File: config.mk
export PLATFORM = sky130hd
export DESIGN_NAME = periph_dispatch_flat
export DESIGN_NICKNAME = d
export VERILOG_FILES = /design/src/rtl/periph_dispatch_pkg.sv /design/src/rtl/periph_dispatch_if.sv /design/src/rtl/periph_dispatch_chan_fifo.sv /design/src/rtl/periph_dispatch.sv /design/src/flat_wrapper.sv
export SDC_FILE = /design/constraint.sdc
export NUM_CORES = 1
export LEC_CHECK = 0
export BUFFER_PORTS_ARGS = -buffer_cell sky130_fd_sc_hd__clkbuf_2
export CAP_MARGIN = 20
export CELL_PAD_IN_SITES_DETAIL_PLACEMENT = 0
export CELL_PAD_IN_SITES_GLOBAL_PLACEMENT = 1
export CORE_MARGIN = 2
export CORE_UTILIZATION = 48
export CTS_BUF_LIST = sky130_fd_sc_hd__clkbuf_8
export DETAILED_ROUTE_END_ITERATION = 10
export GPL_TIMING_DRIVEN = 0
export PLACE_DENSITY_LB_ADDON = 0.15
export REMOVE_ABC_BUFFERS = 1
export SYNTH_ARGS = -nofsm -noshare
export SYNTH_HDL_FRONTEND = slang
export SYNTH_SLANG_ARGS = --single-unit
File: constraint.sdc
create_clock -name sys_clk -period 2.1 [get_ports sys_clk]
set_input_delay 0.21 -clock sys_clk [delete_from_list [all_inputs] [get_ports sys_clk]]
set_output_delay 0.21 -clock sys_clk [all_outputs]
set_load 0.01 [all_outputs]
File: src/rtl/periph_dispatch_pkg.sv
// Shared constants for the peripheral write dispatcher.
// Channel indices map processor store strobes to peripherals.
package periph_pkg;
    localparam int CH_PPU     = 0;
    localparam int CH_ACC     = 1;
    localparam int CH_COMM    = 2;
    localparam int DEF_DATA_W = 32;
    localparam int DEF_NUM_CH = 3;
    localparam int DEF_DEPTH  = 4;
endpackage

File: src/rtl/periph_dispatch_if.sv
// Processor-to-peripheral dispatch bus: write strobes in,
// per-channel valid/ready streams and status out.
interface periph_dispatch_if #(
    parameter int NUM_CH = 3,
    parameter int DATA_W = 32,
    parameter int DEPTH  = 4
);
    localparam int LVL_W = $clog2(DEPTH + 1);

    logic [NUM_CH-1:0]             wr_en;
    logic [DATA_W-1:0]             wr_data;
    logic [NUM_CH-1:0]             out_valid;
    logic [NUM_CH-1:0][DATA_W-1:0] out_data;
    logic [NUM_CH-1:0]             out_ready;
    logic [NUM_CH-1:0]             full;
    logic [NUM_CH-1:0][LVL_W-1:0]  level;
    logic [NUM_CH-1:0]             overflow;
    logic [NUM_CH-1:0]             ovf_clr;

    modport master (
        output wr_en, wr_data, out_ready, ovf_clr,
        input  out_valid, out_data, full, level, overflow
    );

    modport slave (
        input  wr_en, wr_data, out_ready, ovf_clr,
        output out_valid, out_data, full, level, overflow
    );
endinterface

File: src/rtl/periph_dispatch_chan_fifo.sv
// One dispatch channel: circular FIFO with level, full and
// sticky overflow; head word is zero whenever the FIFO is empty.
module chan_fifo #(
    parameter  int DATA_W = 32,
    parameter  int DEPTH  = 4,
    localparam int LVL_W  = $clog2(DEPTH + 1),
    localparam int PTR_W  = $clog2(DEPTH)
) (
    input  logic              sys_clk,
    input  logic              rst_n,
    input  logic              push,
    input  logic [DATA_W-1:0] din,
    input  logic              pop_ready,
    output logic              valid,
    output logic [DATA_W-1:0] dout,
    output logic              full,
    output logic [LVL_W-1:0]  level,
    output logic              ovf,
    input  logic              ovf_clr
);
    logic [DATA_W-1:0] mem_q [DEPTH];
    logic [PTR_W-1:0]  rptr_q, rptr_d;
    logic [PTR_W-1:0]  wptr_q, wptr_d;
    logic [LVL_W-1:0]  cnt_q, cnt_d;
    logic              ovf_q, ovf_d;
    logic              pop, wr_ok;

    assign valid = (cnt_q != '0);
    assign full  = (cnt_q == LVL_W'(DEPTH));
    assign level = cnt_q;
    assign ovf   = ovf_q;
    assign dout  = valid ? mem_q[rptr_q] : '0;

    // A pop frees the head slot in the same cycle, so a full FIFO still accepts.
    assign pop   = valid & pop_ready;
    assign wr_ok = push & (~full | pop);

    always_comb begin
        rptr_d = rptr_q;
        wptr_d = wptr_q;
        cnt_d  = cnt_q;
        if (pop)   rptr_d = rptr_q + PTR_W'(1);
        if (wr_ok) wptr_d = wptr_q + PTR_W'(1);
        if (wr_ok & ~pop) cnt_d = cnt_q + LVL_W'(1);
        if (pop & ~wr_ok) cnt_d = cnt_q - LVL_W'(1);
        ovf_d = (push & ~wr_ok) | (ovf_q & ~ovf_clr);
    end

    always_ff @(posedge sys_clk) begin
        if (!rst_n) begin
            rptr_q <= '0;
            wptr_q <= '0;
            cnt_q  <= '0;
            ovf_q  <= 1'b0;
        end else begin
            rptr_q <= rptr_d;
            wptr_q <= wptr_d;
            cnt_q  <= cnt_d;
            ovf_q  <= ovf_d;
        end
    end

    always_ff @(posedge sys_clk) begin
        if (wr_ok) mem_q[wptr_q] <= din;
    end
endmodule

File: src/rtl/periph_dispatch.sv
// Write dispatcher: fans processor store strobes out to one
// buffered channel per peripheral and packs channel status.
module periph_dispatch
    import periph_pkg::*;
#(
    parameter  int DATA_W = DEF_DATA_W,
    parameter  int NUM_CH = DEF_NUM_CH,
    parameter  int DEPTH  = DEF_DEPTH,
    localparam int LVL_W  = $clog2(DEPTH + 1)
) (
    input logic          sys_clk,
    input logic          rst_n,
    periph_dispatch_if.slave bus
);
    logic [NUM_CH-1:0]             valid_w;
    logic [NUM_CH-1:0][DATA_W-1:0] data_w;
    logic [NUM_CH-1:0]             full_w;
    logic [NUM_CH-1:0][LVL_W-1:0]  level_w;
    logic [NUM_CH-1:0]             ovf_w;

    for (genvar c = 0; c < NUM_CH; c++) begin : g_ch
        chan_fifo #(
            .DATA_W (DATA_W),
            .DEPTH  (DEPTH)
        ) u_fifo (
            .sys_clk   (sys_clk),
            .rst_n     (rst_n),
            .push      (bus.wr_en[c]),
            .din       (bus.wr_data),
            .pop_ready (bus.out_ready[c]),
            .valid     (valid_w[c]),
            .dout      (data_w[c]),
            .full      (full_w[c]),
            .level     (level_w[c]),
            .ovf       (ovf_w[c]),
            .ovf_clr   (bus.ovf_clr[c])
        );
    end

    assign bus.out_valid = valid_w;
    assign bus.out_data  = data_w;
    assign bus.full      = full_w;
    assign bus.level     = level_w;
    assign bus.overflow  = ovf_w;
endmodule

File: src/flat_wrapper.sv
// flat-port wrapper written by rule: the top's interface ports become plain ports
module periph_dispatch_flat import periph_pkg::*;
#(
    parameter  int DATA_W = DEF_DATA_W,
    parameter  int NUM_CH = DEF_NUM_CH,
    parameter  int DEPTH  = DEF_DEPTH,
    localparam int LVL_W  = $clog2(DEPTH + 1)
)
  (sys_clk, rst_n, bus_wr_en, bus_wr_data, bus_out_ready, bus_ovf_clr, bus_out_valid, bus_out_data, bus_full, bus_level, bus_overflow);
  periph_dispatch_if #(.NUM_CH(NUM_CH), .DATA_W(DATA_W), .DEPTH(DEPTH)) bus_i ();
  input logic sys_clk;
  input logic rst_n;
  input wire logic [$bits(bus_i.wr_en)-1:0] bus_wr_en;
  input wire logic [$bits(bus_i.wr_data)-1:0] bus_wr_data;
  input wire logic [$bits(bus_i.out_ready)-1:0] bus_out_ready;
  input wire logic [$bits(bus_i.ovf_clr)-1:0] bus_ovf_clr;
  output wire logic [$bits(bus_i.out_valid)-1:0] bus_out_valid;
  output wire logic [$bits(bus_i.out_data)-1:0] bus_out_data;
  output wire logic [$bits(bus_i.full)-1:0] bus_full;
  output wire logic [$bits(bus_i.level)-1:0] bus_level;
  output wire logic [$bits(bus_i.overflow)-1:0] bus_overflow;
  assign bus_i.wr_en = bus_wr_en;
  assign bus_i.wr_data = bus_wr_data;
  assign bus_i.out_ready = bus_out_ready;
  assign bus_i.ovf_clr = bus_ovf_clr;
  assign bus_out_valid = bus_i.out_valid;
  assign bus_out_data = bus_i.out_data;
  assign bus_full = bus_i.full;
  assign bus_level = bus_i.level;
  assign bus_overflow = bus_i.overflow;
  periph_dispatch #(.DATA_W(DATA_W), .NUM_CH(NUM_CH), .DEPTH(DEPTH)) u_core (.sys_clk(sys_clk), .rst_n(rst_n), .bus(bus_i));
endmodule
==> Implementation_results.wiki <==
{| class="wikitable"
! Metric !! Value
|-
| Count of different cell masters after synthesis || 37
|-
| Area leader, netlist || sky130_fd_sc_hd__edfxtp_1
|-
| Maximum achievable frequency || 0.4494 GHz
|-
| Top cells by area, synth || sky130_fd_sc_hd__edfxtp_1 (70%), sky130_fd_sc_hd__mux4_2 (12%), sky130_fd_sc_hd__and2_1 (3.9%)
|-
| Setup slack after layout || -125.4 ps
|-
| Ys flop type || sky130_fd_sc_hd__edfxtp_1
|-
| Critical path endpoint category || primary output
|-
| Status || finished with violations
|-
| Vias in the first global route || 8588
|-
| Net switching share of the total power || 25.59%
|-
| Count of flip-flops with a built-in enable after synthesis || 384
|-
| Syn Std Cell Area || 16490 um^2
|-
| Fraction of the cycle the final worst path needs || 106.0%
|-
| Initial core utilization || 48.95%
|-
| Layout cells sized above 1 || 43.75%
|-
| Root buf cell || sky130_fd_sc_hd__clkbuf_8
|-
| Hold Worst Slack || 22.11 ps
|-
| GRT Util Overall || 20.64%
|-
| Iteration-0 DRC Markers || 682
|-
| Final hold violations || 0
|-
| Number of rows in the core area || 67
|-
| Clk pin slew, worst setup/hold paths || 70 ps
|-
| Worst r2r src || u_core.g_ch[1].u_fifo.level[2]
|-
| Critical path class || reg2out
|-
| Max_slew headroom || 46.49%
|-
| Number of routed nets with antenna violations || 0
|-
| Die span in y || 189.4 um
|-
| Final critical path time including I/O delays and setup || 2225 ps
|-
| Switching pwr || 5120 uW
|-
| Maximum level of the CTS H-tree || 3
|-
| Gate Count Post-Synth || 830
|-
| Seq cells post-synth || 414
|-
| Sequential-to-total area share from yosys stat || 73.55%
|-
| Number of maximum-capacitance constraint violations || 0
|-
| Floorplan die area || 35860 um^2
|-
| Buffers from clock root to sink, at most || 3
|-
| Via count of the routed design || 8566
|-
| Static leakage || 0.007163 uW
|-
| Sinks on Clock Net || 414
|-
| PwrDens || 982.1 nW/um^2
|-
| # nets final || 1140
|-
| Area added between synthesis and finish || 23.50%
|-
| Clock skew || 19.38 ps
|-
| Pin count of the biggest net entering global routing || 31
|-
| Sequential share of power || 48.4%
|-
| Top-area cell type share of the netlist area || 69.91%
|-
| Chip width || 189.4 um
|-
| Wirelength per Cell || 23.40 um
|-
| Antenna violations before repair || 0
|-
| Warnings from Yosys || 0
|-
| Total CTS buffers || 68
|-
| Clock network power share || 32.1%
|-
| Diode count || 0
|-
| Number of endpoints failing setup at the final stage || 96
|-
| Worst EP arrival || 2020 ps
|-
| Clock tree from TritonCTS || done
|-
| Post-Place Worst Slack || -306.2 ps
|-
| Total routed wirelength || 37.06 mm
|-
| Syn_area_per_cell || 19.87 um^2
|-
| Setup repair after global routing missed its margin || yes
|-
| Insertion delay of the later-clocked pin in the worst-skew pair || 560 ps
|-
| CP required || 1890 ps
|-
| Sum of negative setup slack || -6743 ps
|-
| Congestion Overflow GR || 0
|-
| IO Count || 157
|-
| Residual DRC || 0
|-
| Violated checks || negative setup slack
|-
| Total half-perimeter wirelength after legalization and detailed placement || 20.06 mm
|-
| Critical path fanouts, max || 8
|-
| Most frequent cell after synthesis || sky130_fd_sc_hd__edfxtp_1
|-
| Average vias per placed instance || 5.408
|-
| First-pass GRT wire length || 53.75 mm
|-
| Cell-internal power || 14890 uW
|-
| Critical hold path startpoint || bus_wr_data[12]
|-
| Type of element launching the critical path || flip-flop
|-
| Fraction of synthesis flops using an asynchronous set or reset pin || 0%
|-
| Number of iterations in the first detailed-routing pass || 5
|-
| Count of pins over their slew limit || 0
|-
| Final RePlAce weighted congestion || 0.7294
|-
| Standard cell core area || 33700 um^2
|-
| Worst slew pin tran || 801.8 ps
|-
| Port buffer count || 156
|-
| Proportion of power drawn by combinational gates || 19.5%
|-
| Maximum vdd drop || 501.8 uV
|-
| Path category of the worst min-delay check || in2reg
|-
| Top cells by instance count after synthesis || sky130_fd_sc_hd__edfxtp_1 (384), sky130_fd_sc_hd__and2_1 (103), sky130_fd_sc_hd__mux4_2 (90)
|}
-- worst max-delay path, cell delays in order, from the launching register on --
cell	delay, ps
sky130_fd_sc_hd__dfxtp_4	460
sky130_fd_sc_hd__clkbuf_16	210
sky130_fd_sc_hd__mux4_2	490
sky130_fd_sc_hd__and2_4	180
sky130_fd_sc_hd__buf_6	110
-- layer usage --
metal	up-vias	routed length (um)	track usage, %
met1	4469	16830	30.21
met3	44	2369	4.782
met2	258	17290	31.57
li1	3795	-	-
met4	0	576	5.456
met5	-	0	0
-- layout by cell type, fill, tap and decap left out, types with 6 or more instances in the layout --
master,count
sky130_fd_sc_hd__a21oi_1,7
sky130_fd_sc_hd__and2_4,78
sky130_fd_sc_hd__dfxtp_4,13
sky130_fd_sc_hd__buf_4,14
sky130_fd_sc_hd__o21ai_0,7
sky130_fd_sc_hd__and3_2,8
sky130_fd_sc_hd__buf_16,7
sky130_fd_sc_hd__nor2_1,21
sky130_fd_sc_hd__clkbuf_2,112
sky130_fd_sc_hd__and2_1,25
sky130_fd_sc_hd__or3_4,8
sky130_fd_sc_hd__clkinv_1,13
sky130_fd_sc_hd__xor2_1,12
sky130_fd_sc_hd__buf_12,20
sky130_fd_sc_hd__ha_1,12
sky130_fd_sc_hd__clkbuf_8,71
sky130_fd_sc_hd__o211ai_1,6
sky130_fd_sc_hd__dfxtp_1,15
sky130_fd_sc_hd__buf_6,46
sky130_fd_sc_hd__nand2_1,10
sky130_fd_sc_hd__nand3_1,11
sky130_fd_sc_hd__inv_1,45
sky130_fd_sc_hd__dlygate4sd3_1,34
sky130_fd_sc_hd__mux4_2,96
sky130_fd_sc_hd__edfxtp_1,384
-- final timing paths --
| check | endpoint | slack [ps] | cells past startpoint |
|---|---|---|---|
| worst max-delay path | bus_out_data[82] | -130 | 4 |
| worst min-delay path | u_core.g_ch[2].u_fifo.mem_q[3][12] | 20 | 1 |
| worst max register to register | u_core.g_ch[1].u_fifo.level[1] | 40 | 6 |
| worst min register to register | u_core.g_ch[0].u_fifo.wptr_q[1] | 500 | 2 |
-- metrics by stage --
stage	cells	area [um^2]	util (%)	total power (uW)
global route	1584	20370	60.45	20850
detailed placement	1393	17810	52.85	12740
global placement	1375	17380	51.58	12620
CTS	1573	19940	59.18	19920
finish	1584	20370	60.45	20010
floorplan	771	16040	-	11400
-- cells by family (layout without fill, tap and decap cells) --
group                    after synthesis  in the layout  share of synthesized area (%)
AO/OA/AOI/OAI                         41             41                          1.745
multiplexers                          98             98                          13.37
buffers and inverters                 74            375                          3.095
flip-flops                           414            414                          73.55
AND/OR/NAND/NOR                      176            181                          6.334
adder cells (fa/ha/maj)               15             15                          1.274
XOR/XNOR                              12             12                         0.6372
-- final cells by class --
cell class	count	area [um^2]
clock buffer	71	977.2
clock inverter	53	276.5
fill	2514	13330
inverter	15	56.30
multi-input combinational	347	4138
sequential	414	12180
tap	448	560.5
timing repair buffer	236	2180
-- what timing repair did --
| item | 4_1_cts | 5_1_grt |
|---|---|---|
| endpoints found under the setup margin | 171 | 99 |
| cloned | 6 | 2 |
| buffers inserted | 16 | 10 |
| endpoints found under the hold margin | 348 | 0 |
| pin swaps | 16 | 19 |
| resized for setup | 111 | 103 |
| hold buffers | 34 | 0 |
-- power by group through the flow --
stage / Sequential (uW) / Combinational [uW] / Clock, uW
2_1_floorplan: 9900 / 1500 / 0
3_3_place_gp: 10100 / 2570 / 0
3_5_place_dp: 9910 / 2820 / 0
4_1_cts: 9670 / 3650 / 6610
5_1_grt: 9710 / 4180 / 6960
6_report: 9680 / 3900 / 6430
-- flip-flops by register name, summed over array words and instances (netlist names), named ones only --
| register | cells |
|---|---|
| u_core.g_ch.u_fifo.rptr_q | 6 |
| u_core.g_ch.u_fifo.wptr_q | 6 |
| u_core.g_ch.u_fifo.ovf | 3 |
| u_core.g_ch.u_fifo.mem_q | 384 |
| u_core.g_ch.u_fifo.level | 9 |
Power figures use the tool's default switching activity.
